--- src/rtl/mcs4_bus_master.sv ---
// MCS-4 bus initiator: 8-phase instruction-cycle sequencer, PC address drive,
// instruction capture with two-word tracking, X2 I/O drive and deferred jumps.
package mcs4;
    typedef enum logic [2:0] {A1, A2, A3, M1, M2, X1, X2, X3} instr_cyc_t;
endpackage

module mcs4_bus_master
    import mcs4::*;
#(
    parameter logic [11:0] RESET_PC = 12'h000
) (
    input  logic                clk,
    input  logic                rst,
    mcs4_bus_master_if.master   bus,
    input  logic                pc_load,
    input  logic [11:0]         pc_load_addr,
    input  logic                io_req,
    input  logic [3:0]          io_data,
    output logic                instr_valid,
    output logic [3:0]          instr_opr,
    output logic [3:0]          instr_opa,
    output logic [11:0]         instr_pc,
    output logic                instr_second
);

    instr_cyc_t  phase_q, phase_d;
    logic [11:0] pc_q, pc_d;
    logic [3:0]  opr_q, opr_d;
    logic [3:0]  opa_q, opa_d;
    logic [11:0] ipc_q, ipc_d;
    logic        isec_q, isec_d;
    logic        sec_pend_q, sec_pend_d;
    logic        ld_pend_q, ld_pend_d;
    logic [11:0] ld_addr_q, ld_addr_d;
    logic        io_go_q, io_go_d;

    function automatic logic is_two_word(input logic [3:0] opr, input logic [3:0] opa);
        return (opr == 4'h1) || (opr == 4'h4) || (opr == 4'h5) || (opr == 4'h7) ||
               ((opr == 4'h2) && !opa[0]);
    endfunction

    always_ff @(posedge clk) begin
        if (rst) begin
            phase_q    <= X3;
            pc_q       <= RESET_PC;
            opr_q      <= '0;
            opa_q      <= '0;
            ipc_q      <= '0;
            isec_q     <= 1'b0;
            sec_pend_q <= 1'b0;
            ld_pend_q  <= 1'b0;
            ld_addr_q  <= '0;
            io_go_q    <= 1'b0;
        end else begin
            phase_q    <= phase_d;
            pc_q       <= pc_d;
            opr_q      <= opr_d;
            opa_q      <= opa_d;
            ipc_q      <= ipc_d;
            isec_q     <= isec_d;
            sec_pend_q <= sec_pend_d;
            ld_pend_q  <= ld_pend_d;
            ld_addr_q  <= ld_addr_d;
            io_go_q    <= io_go_d;
        end
    end

    always_comb begin
        phase_d      = phase_q;
        pc_d         = pc_q;
        opr_d        = opr_q;
        opa_d        = opa_q;
        ipc_d        = ipc_q;
        isec_d       = isec_q;
        sec_pend_d   = sec_pend_q;
        ld_pend_d    = ld_pend_q;
        ld_addr_d    = ld_addr_q;
        io_go_d      = io_go_q;
        bus.dbus_oe  = 1'b0;
        bus.dbus_out = '0;
        bus.cm_rom   = 1'b0;

        if (pc_load) begin
            ld_pend_d = 1'b1;
            ld_addr_d = pc_load_addr;
        end

        case (phase_q)
            A1: begin
                phase_d      = A2;
                bus.dbus_oe  = 1'b1;
                bus.dbus_out = pc_q[3:0];
            end
            A2: begin
                phase_d      = A3;
                bus.dbus_oe  = 1'b1;
                bus.dbus_out = pc_q[7:4];
            end
            A3: begin
                phase_d      = M1;
                bus.dbus_oe  = 1'b1;
                bus.dbus_out = pc_q[11:8];
                bus.cm_rom   = 1'b1;
            end
            M1: begin
                phase_d = M2;
                opr_d   = bus.dbus_in;
            end
            M2: begin
                phase_d = X1;
                opa_d   = bus.dbus_in;
                ipc_d   = pc_q;
                pc_d    = pc_q + 12'd1;
                isec_d  = sec_pend_q;
                // a second word only clears the flag; it is never decoded itself
                sec_pend_d = sec_pend_q ? 1'b0 : is_two_word(opr_q, bus.dbus_in);
            end
            X1: begin
                phase_d = X2;
                io_go_d = io_req && (opr_q == 4'hE) && !isec_q;
            end
            X2: begin
                phase_d = X3;
                io_go_d = 1'b0;
                if (io_go_q) begin
                    bus.dbus_oe  = 1'b1;
                    bus.dbus_out = io_data;
                    bus.cm_rom   = 1'b1;
                end
            end
            X3: begin
                phase_d = A1;
                // a pulse in X3 itself bypasses the pending register
                if (pc_load || ld_pend_q) begin
                    pc_d       = pc_load ? pc_load_addr : ld_addr_q;
                    ld_pend_d  = 1'b0;
                    sec_pend_d = 1'b0;
                end
            end
            default: phase_d = X3;
        endcase

        bus.sync    = (phase_q == X3);
        instr_valid = (phase_q == X1);
    end

    assign instr_opr    = opr_q;
    assign instr_opa    = opa_q;
    assign instr_pc     = ipc_q;
    assign instr_second = isec_q;

endmodule

--- src/rtl/mcs4_bus_master_if.sv ---
// Shared MCS-4 multiplexed bus wires: 4-bit data nibble, sync strobe and ROM command line.
// The master drives dbus_out/dbus_oe/sync/cm_rom; dbus_in is the wired-OR of all ROM drivers.
interface mcs4_bus_master_if;
    logic [3:0] dbus_in;
    logic [3:0] dbus_out;
    logic       dbus_oe;
    logic       sync;
    logic       cm_rom;

    modport master (
        input  dbus_in,
        output dbus_out,
        output dbus_oe,
        output sync,
        output cm_rom
    );

    modport slave (
        output dbus_in,
        input  dbus_out,
        input  dbus_oe,
        input  sync,
        input  cm_rom
    );
endinterface

--- src/flat_wrapper.sv ---
// flat-port wrapper written by rule: the top's interface ports become plain ports
module mcs4_bus_master_flat import mcs4::*;
#(
    parameter logic [11:0] RESET_PC = 12'h000
)
  (clk, rst, pc_load, pc_load_addr, io_req, io_data, instr_valid, instr_opr, instr_opa, instr_pc, instr_second, bus_dbus_in, bus_dbus_out, bus_dbus_oe, bus_sync, bus_cm_rom);
  mcs4_bus_master_if bus_i ();
  input  logic clk;
  input  logic rst;
  input  logic pc_load;
  input  logic [11:0] pc_load_addr;
  input  logic io_req;
  input  logic [3:0] io_data;
  output logic instr_valid;
  output logic [3:0] instr_opr;
  output logic [3:0] instr_opa;
  output logic [11:0] instr_pc;
  output logic instr_second;
  input wire logic [$bits(bus_i.dbus_in)-1:0] bus_dbus_in;
  output wire logic [$bits(bus_i.dbus_out)-1:0] bus_dbus_out;
  output wire logic [$bits(bus_i.dbus_oe)-1:0] bus_dbus_oe;
  output wire logic [$bits(bus_i.sync)-1:0] bus_sync;
  output wire logic [$bits(bus_i.cm_rom)-1:0] bus_cm_rom;
  assign bus_i.dbus_in = bus_dbus_in;
  assign bus_dbus_out = bus_i.dbus_out;
  assign bus_dbus_oe = bus_i.dbus_oe;
  assign bus_sync = bus_i.sync;
  assign bus_cm_rom = bus_i.cm_rom;
  mcs4_bus_master #(.RESET_PC(RESET_PC)) u_core (.clk(clk), .rst(rst), .bus(bus_i), .pc_load(pc_load), .pc_load_addr(pc_load_addr), .io_req(io_req), .io_data(io_data), .instr_valid(instr_valid), .instr_opr(instr_opr), .instr_opa(instr_opa), .instr_pc(instr_pc), .instr_second(instr_second));
endmodule
--- config.mk ---
export PLATFORM = sky130hd
export DESIGN_NAME = mcs4_bus_master_flat
export DESIGN_NICKNAME = d
export VERILOG_FILES = /design/src/rtl/mcs4_bus_master.sv /design/src/rtl/mcs4_bus_master_if.sv /design/src/flat_wrapper.sv
export SDC_FILE = /design/constraint.sdc
export NUM_CORES = 1
export LEC_CHECK = 0
export ABC_AREA = 1
export CAP_MARGIN = 10
export CORE_MARGIN = 5
export CORE_UTILIZATION = 45
export CTS_CLUSTER_DIAMETER = 150
export DETAILED_ROUTE_END_ITERATION = 12
export GPL_TIMING_DRIVEN = 0
export PLACE_DENSITY_LB_ADDON = 0.05
export SYNTH_ARGS = -nofsm -noshare
export SYNTH_HDL_FRONTEND = slang
export SYNTH_SLANG_ARGS = --single-unit
--- constraint.sdc ---
create_clock -name clk -period 1.4 [get_ports clk]
set_input_delay 0.28 -clock clk [delete_from_list [all_inputs] [get_ports clk]]
set_output_delay 0.28 -clock clk [all_outputs]
set_load 0.05 [all_outputs]
======== After elaboration in Yosys (flattened, before gate mapping) ========
Index checks and enable logic that the tools add are counted.
word-level totals
  bits in registers ....................... 51
  output and inout bits ................... 29
operators by class
  $add $sub $neg .......................... 1
  equality and inequality tests ........... 14
  mux-type cells .......................... 16
  reduce and logical (&&, ||, !) cells .... 15
operators with widths
  operator                                                                 number
  12-bit 2-to-1 mux                                                        2
  12-bit one-hot mux with 2 select lines                                   1
  3-bit one-hot mux with 8 select lines                                    1
  4-bit one-hot mux with 4 select lines                                    1
  12-bit by 1-bit adder with 12-bit output, second input constant          1
  3-bit equality test, second input constant                               4
  4-bit by 3-bit equality test with 1-bit output, second input constant    3
  1-bit one-hot mux with 2 select lines                                    4
  3-bit by 2-bit equality test with 1-bit output, second input constant    2
  1-bit 2-to-1 mux                                                         6
  1-bit logical OR                                                         5
  4-bit by 1-bit equality test with 1-bit output, second input constant    1
  4-bit by 2-bit equality test with 1-bit output, second input constant    1
  4-bit equality test, second input constant                               1
  4-bit 2-to-1 mux                                                         1
  2-bit nonzero test                                                       2
  3-bit by 1-bit equality test with 1-bit output, second input constant    1
  1-bit logical AND                                                        3
  3-bit logical NOT                                                        1
  3-bit OR reduction                                                       1
  1-bit logical NOT                                                        2
  2-bit by 1-bit inequality test with 1-bit output, second input constant  1
  2-bit AND reduction                                                      1

======== Logic depth before layout (Yosys ltp) ========
  depth after elaboration ................. 7
  mapped depth ............................ 11
  gate-level depth less buffers ........... 10

======== Worst setup path before layout ========
OpenSTA, ideal clock, no wires.
  path kind ............................... flip-flop to output port
  start ................................... register u_core.phase_q[0]
  end ..................................... output bus_dbus_out[0]
  data arrival time ....................... 1.831 ns
  data required time ...................... 1.120 ns
  slack ................................... -0.711 ns
  stages on the path, launching flop included .. 7
  cell sequence ........................... dfxtp_1 inv_1 ha_1 inv_1 nor2_1 nand2_1 a41oi_1
between the ends
  cells in the longest elaborated chain, start to end .. 2
  elaborated cells between the ends (all ways) .. 5
ends and longest elaborated chain
  element                                            RTL line               text
  from (decl)                                        mcs4_bus_master.sv:26  instr_cyc_t phase_q, phase_d;
  from (signal assigned)                             mcs4_bus_master.sv:55  phase_q <= phase_d;
  3-bit equality test, or another cell as far along  mcs4_bus_master.sv:88  case (phase_q)
  4-bit one-hot mux with 4 select lines (*)          mcs4_bus_master.sv:88
  to (decl)                                          flat_wrapper.sv:20     output wire logic [$bits(bus_i.dbus_out)-1:0] bus_dbus_out;
Every way passes the cells marked *; elsewhere a longest branch is shown, timed or not.

======== Worst setup path in the final report ========
  start ................................... register u_core.phase_q[1]
  end ..................................... output bus_dbus_out[3]
Same word-level chain as after synthesis.

==> flow_summary.rst <==
.. list-table::
   :header-rows: 1

   * - Metric
     - Value
   * - Outcome
     - complete, but fails checks
   * - Violated checks
     - setup timing
   * - Critical-path maximum fanout
     - 4
   * - Remaining antenna violation count after routing
     - 0
   * - Final design instance area without fill
     - 3860 um^2
   * - Path category of the worst min-delay check
     - primary input to flip-flop
   * - RSZ-0062 raised after global routing
     - true
   * - Detailed Route Iter0 Violations
     - ~150
   * - Share of cells above drive strength 1
     - 0.367
   * - Worst slack at placement
     - -0.892 ns
   * - Kind of end point of the critical path
     - output pin
   * - Family with the most delay on the worst path
     - flip-flops
   * - Power Density
     - 2020 nW/um^2
   * - Iteration count of the initial detailed-routing pass
     - 4
   * - YS warnings
     - 0
   * - Tightest Pin Transition
     - 0.617 ns
   * - Area of the core
     - 5170 um^2
   * - Total clock sinks
     - 51
   * - Overall routed net length
     - ~7.5 mm
   * - Per-cell routed wire length
     - 15.4 um
   * - Most frequent CP cell
     - inv_2
   * - Residual DRC
     - 0
   * - Worst setup SP type
     - flip-flop
   * - Part of the Yosys area used for sequential elements
     - 0.419
   * - Post-route clock skew
     - about 0.0047 ns
   * - Sum of buffers and inverters on the critical path
     - 4
   * - Count of buffers from port buffering
     - 51
   * - Number of storage elements in the synthesis netlist
     - 51
   * - TritonCTS clock tree
     - built
   * - Pins over their slew limit
     - 0
   * - Clock Root Buffer
     - clkbuf_8
   * - Overall routing resource usage
     - 0.203
   * - Count of nets after finishing
     - around 450
   * - Share of the clock period used by the worst path
     - 1.40
   * - Final weighted congestion of routability-driven global placement
     - 0.871
   * - Total grt overflow
     - 0
   * - Clock edge transition at the registers on the reported setup and hold paths
     - 0.10 ns
   * - Max Cap Violations
     - 0
   * - Number of antenna diodes
     - 0
   * - Vias per cell
     - 5.17
   * - Time the worst path needs with I/O delays and setup
     - 1.97 ns
   * - Worst endpoint required time
     - 1.12 ns
   * - Area added between synthesis and finish
     - 58.3%
   * - Delay of the slowest cell on the worst path
     - 0.38 ns
   * - Horizontal die dimension
     - 83.6 um
   * - Yosys cell types
     - 29
   * - Cell-by-cell listing of the critical path
     - inv_4 > ha_4 > inv_2 > nor2_4 > inv_2 > o22ai_2 > a21oi_2 > a21oi_4 > buf_8
   * - Pin count of the biggest net entering global routing
     - 18
   * - First-pass GRT wire length
     - 11.6 mm
   * - Number of buffers between clock root and the deepest sink
     - 2
   * - Largest vdd supply drop
     - 0.00112 V
   * - Floorplan die area
     - 6990 um^2
   * - Final hold viol count
     - 0
   * - Vias in the first global route
     - 2413
   * - Depth of the CTS H-tree
     - 2
   * - Fmax achieved
     - 0.509 GHz
   * - Avg Cell Area, Syn
     - 7.15 um^2
   * - Number of vias in the routed layout
     - about 2500
   * - Number of antenna violations at the first check in global routing
     - 0
   * - Post-CTS Hold Fix Bufs
     - 0
   * - Arrival @ worst endpoint
     - 1.69 ns
   * - Final worst setup slack
     - -0.566 ns
   * - Max_slew headroom
     - 0.589
   * - Post-Syn Instances
     - 341
   * - Initial core utilization
     - 0.471
   * - Leak pwr
     - approximately 1.5 nW
   * - Final setup violation count
     - 22
   * - Clock insertion delay at the later pin of the skew report
     - 0.31 ns
   * - Synthesized area
     - 2440 um^2
   * - Number of buffers created by CTS
     - 5
   * - Final HPWL DP
     - ~4.9 mm
   * - Nets in the synthesized netlist
     - 371
   * - Total I/O pin count
     - 53
   * - CP max-delay cell
     - dfxtp_4
   * - Crit Path Category
     - flip-flop to output pin
   * - Floorplan die height
     - 83.6 um
   * - Instance area after placement
     - 3200 um^2
   * - Row count
     - 26
logic make-up (layout without fill, tap and decap cells):
logic type,Yosys count,count (layout),synth area share
flops,51,51,0.419
compound gates,93,93,0.204
fa+ha+maj,6,6,0.0308
buf+inv,48,127,0.0868
mux,3,3,0.0123
simple gates,140,140,0.247
Yosys cell counts:
cell type  number  share of area
and3_1          1         0.0026
clkbuf_1        6         0.0092
nand3_1        10          0.021
nand2_1        66           0.10
inv_2           2         0.0031
nand3b_1        1         0.0031
buf_4           1         0.0031
a21oi_2         2         0.0072
a211oi_1        1         0.0031
nand2_4         4          0.018
o22ai_1         2         0.0051
or2_2           7          0.018
a221oi_1        1         0.0036
buf_2           4         0.0082
nor3_1          3         0.0062
nor2_1         45          0.069
mux2i_1         3          0.012
dfxtp_1        51           0.42
a21oi_1        37          0.076
a31oi_1         1         0.0026
buf_6           2         0.0092
nand4_1         3         0.0077
o21ai_0        45          0.092
inv_4           1         0.0026
o21a_1          1         0.0031
a41oi_1         3          0.011
inv_6           1         0.0036
ha_1            6          0.031
inv_1          31          0.048
worst paths after layout:
kind                            cells after the start                   to                 from  slack (ns)
worst max-delay path                                9      bus_dbus_out[3]    u_core.phase_q[1]       -0.57
worst min-delay path                                2       u_core.io_go_q                  rst        0.39
worst max register to register                     12      u_core.pc_q[11]    u_core.phase_q[0]       -0.22
worst min register to register                      2  u_core.ld_addr_q[7]  u_core.ld_addr_q[7]        0.47
what timing repair did:
item	in CTS	in global routing
pin swaps	8	14
endpoints found under the setup margin	53	35
buffers inserted	8	9
resized for setup	151	82
gates cloned	1	2
stage by stage:
stage          TNS (ns)  hold slack [ns]  instances  utilization  power, W
2_1_floorplan    -0.819            0.415        341            -   0.00452
3_3_place_gp     -12.98            0.458        462        0.618   0.00543
3_5_place_dp     -13.41            0.464        462        0.618   0.00547
4_1_cts           -4.48            0.380        479        0.676   0.00668
5_1_grt           -7.13            0.387        490        0.746   0.00821
6_report          -5.06            0.394        490        0.746   0.00778
registers in the layout (all words and copies together), names as in the netlist:
name and cells:
u_core.instr_pc 12, u_core.io_go_q 1, u_core.instr_opa 4, u_core.ld_addr_q 12
u_core.pc_q 12, u_core.sec_pend_q 1, u_core.instr_opr 4, u_core.instr_second 1
u_core.ld_pend_q 1, u_core.phase_q 3
layout by cell type, fill, tap and decap left out, drive strengths merged, types with 6 or more instances in the layout:
| master | instances |
|---|---|
| buf | 34 |
| clkbuf | 13 |
| nor2 | 45 |
| dfxtp | 51 |
| or2 | 7 |
| nand3 | 10 |
| o21ai | 45 |
| a21oi | 39 |
| clkdlybuf4s50 | 22 |
| nand2 | 70 |
| ha | 6 |
| inv | 36 |
| clkdlybuf4s15 | 19 |
report_power, final:
group          switching (W)  internal (W)  leakage (nW)
clock               0.000527      0.000360        0.0451
combinational        0.00285       0.00186          1.00
sequential          0.000353       0.00182         0.419
total                0.00373       0.00404          1.46
routing by layer:
layer	share of wire	wire length (um)	vias up	global-route usage
li1	-	-	1286	-
met1	0.45	3390	1152	0.273
met2	0.46	3500	81	0.323
met3	0.066	498	15	0.0513
met4	0.020	154	0	0.0570
met5	0	0	-	0
layout make-up:
class	instances	area [um^2]
buffer	13	106
clock buffer	5	68.8
clock inverter	3	22.5
fill	370	1310
inverter	35	165
multi-input combinational	242	1590
sequential	51	1030
tap	70	87.6
timing repair buffer	71	783
No activity file was read; power rests on OpenSTA's default activity.
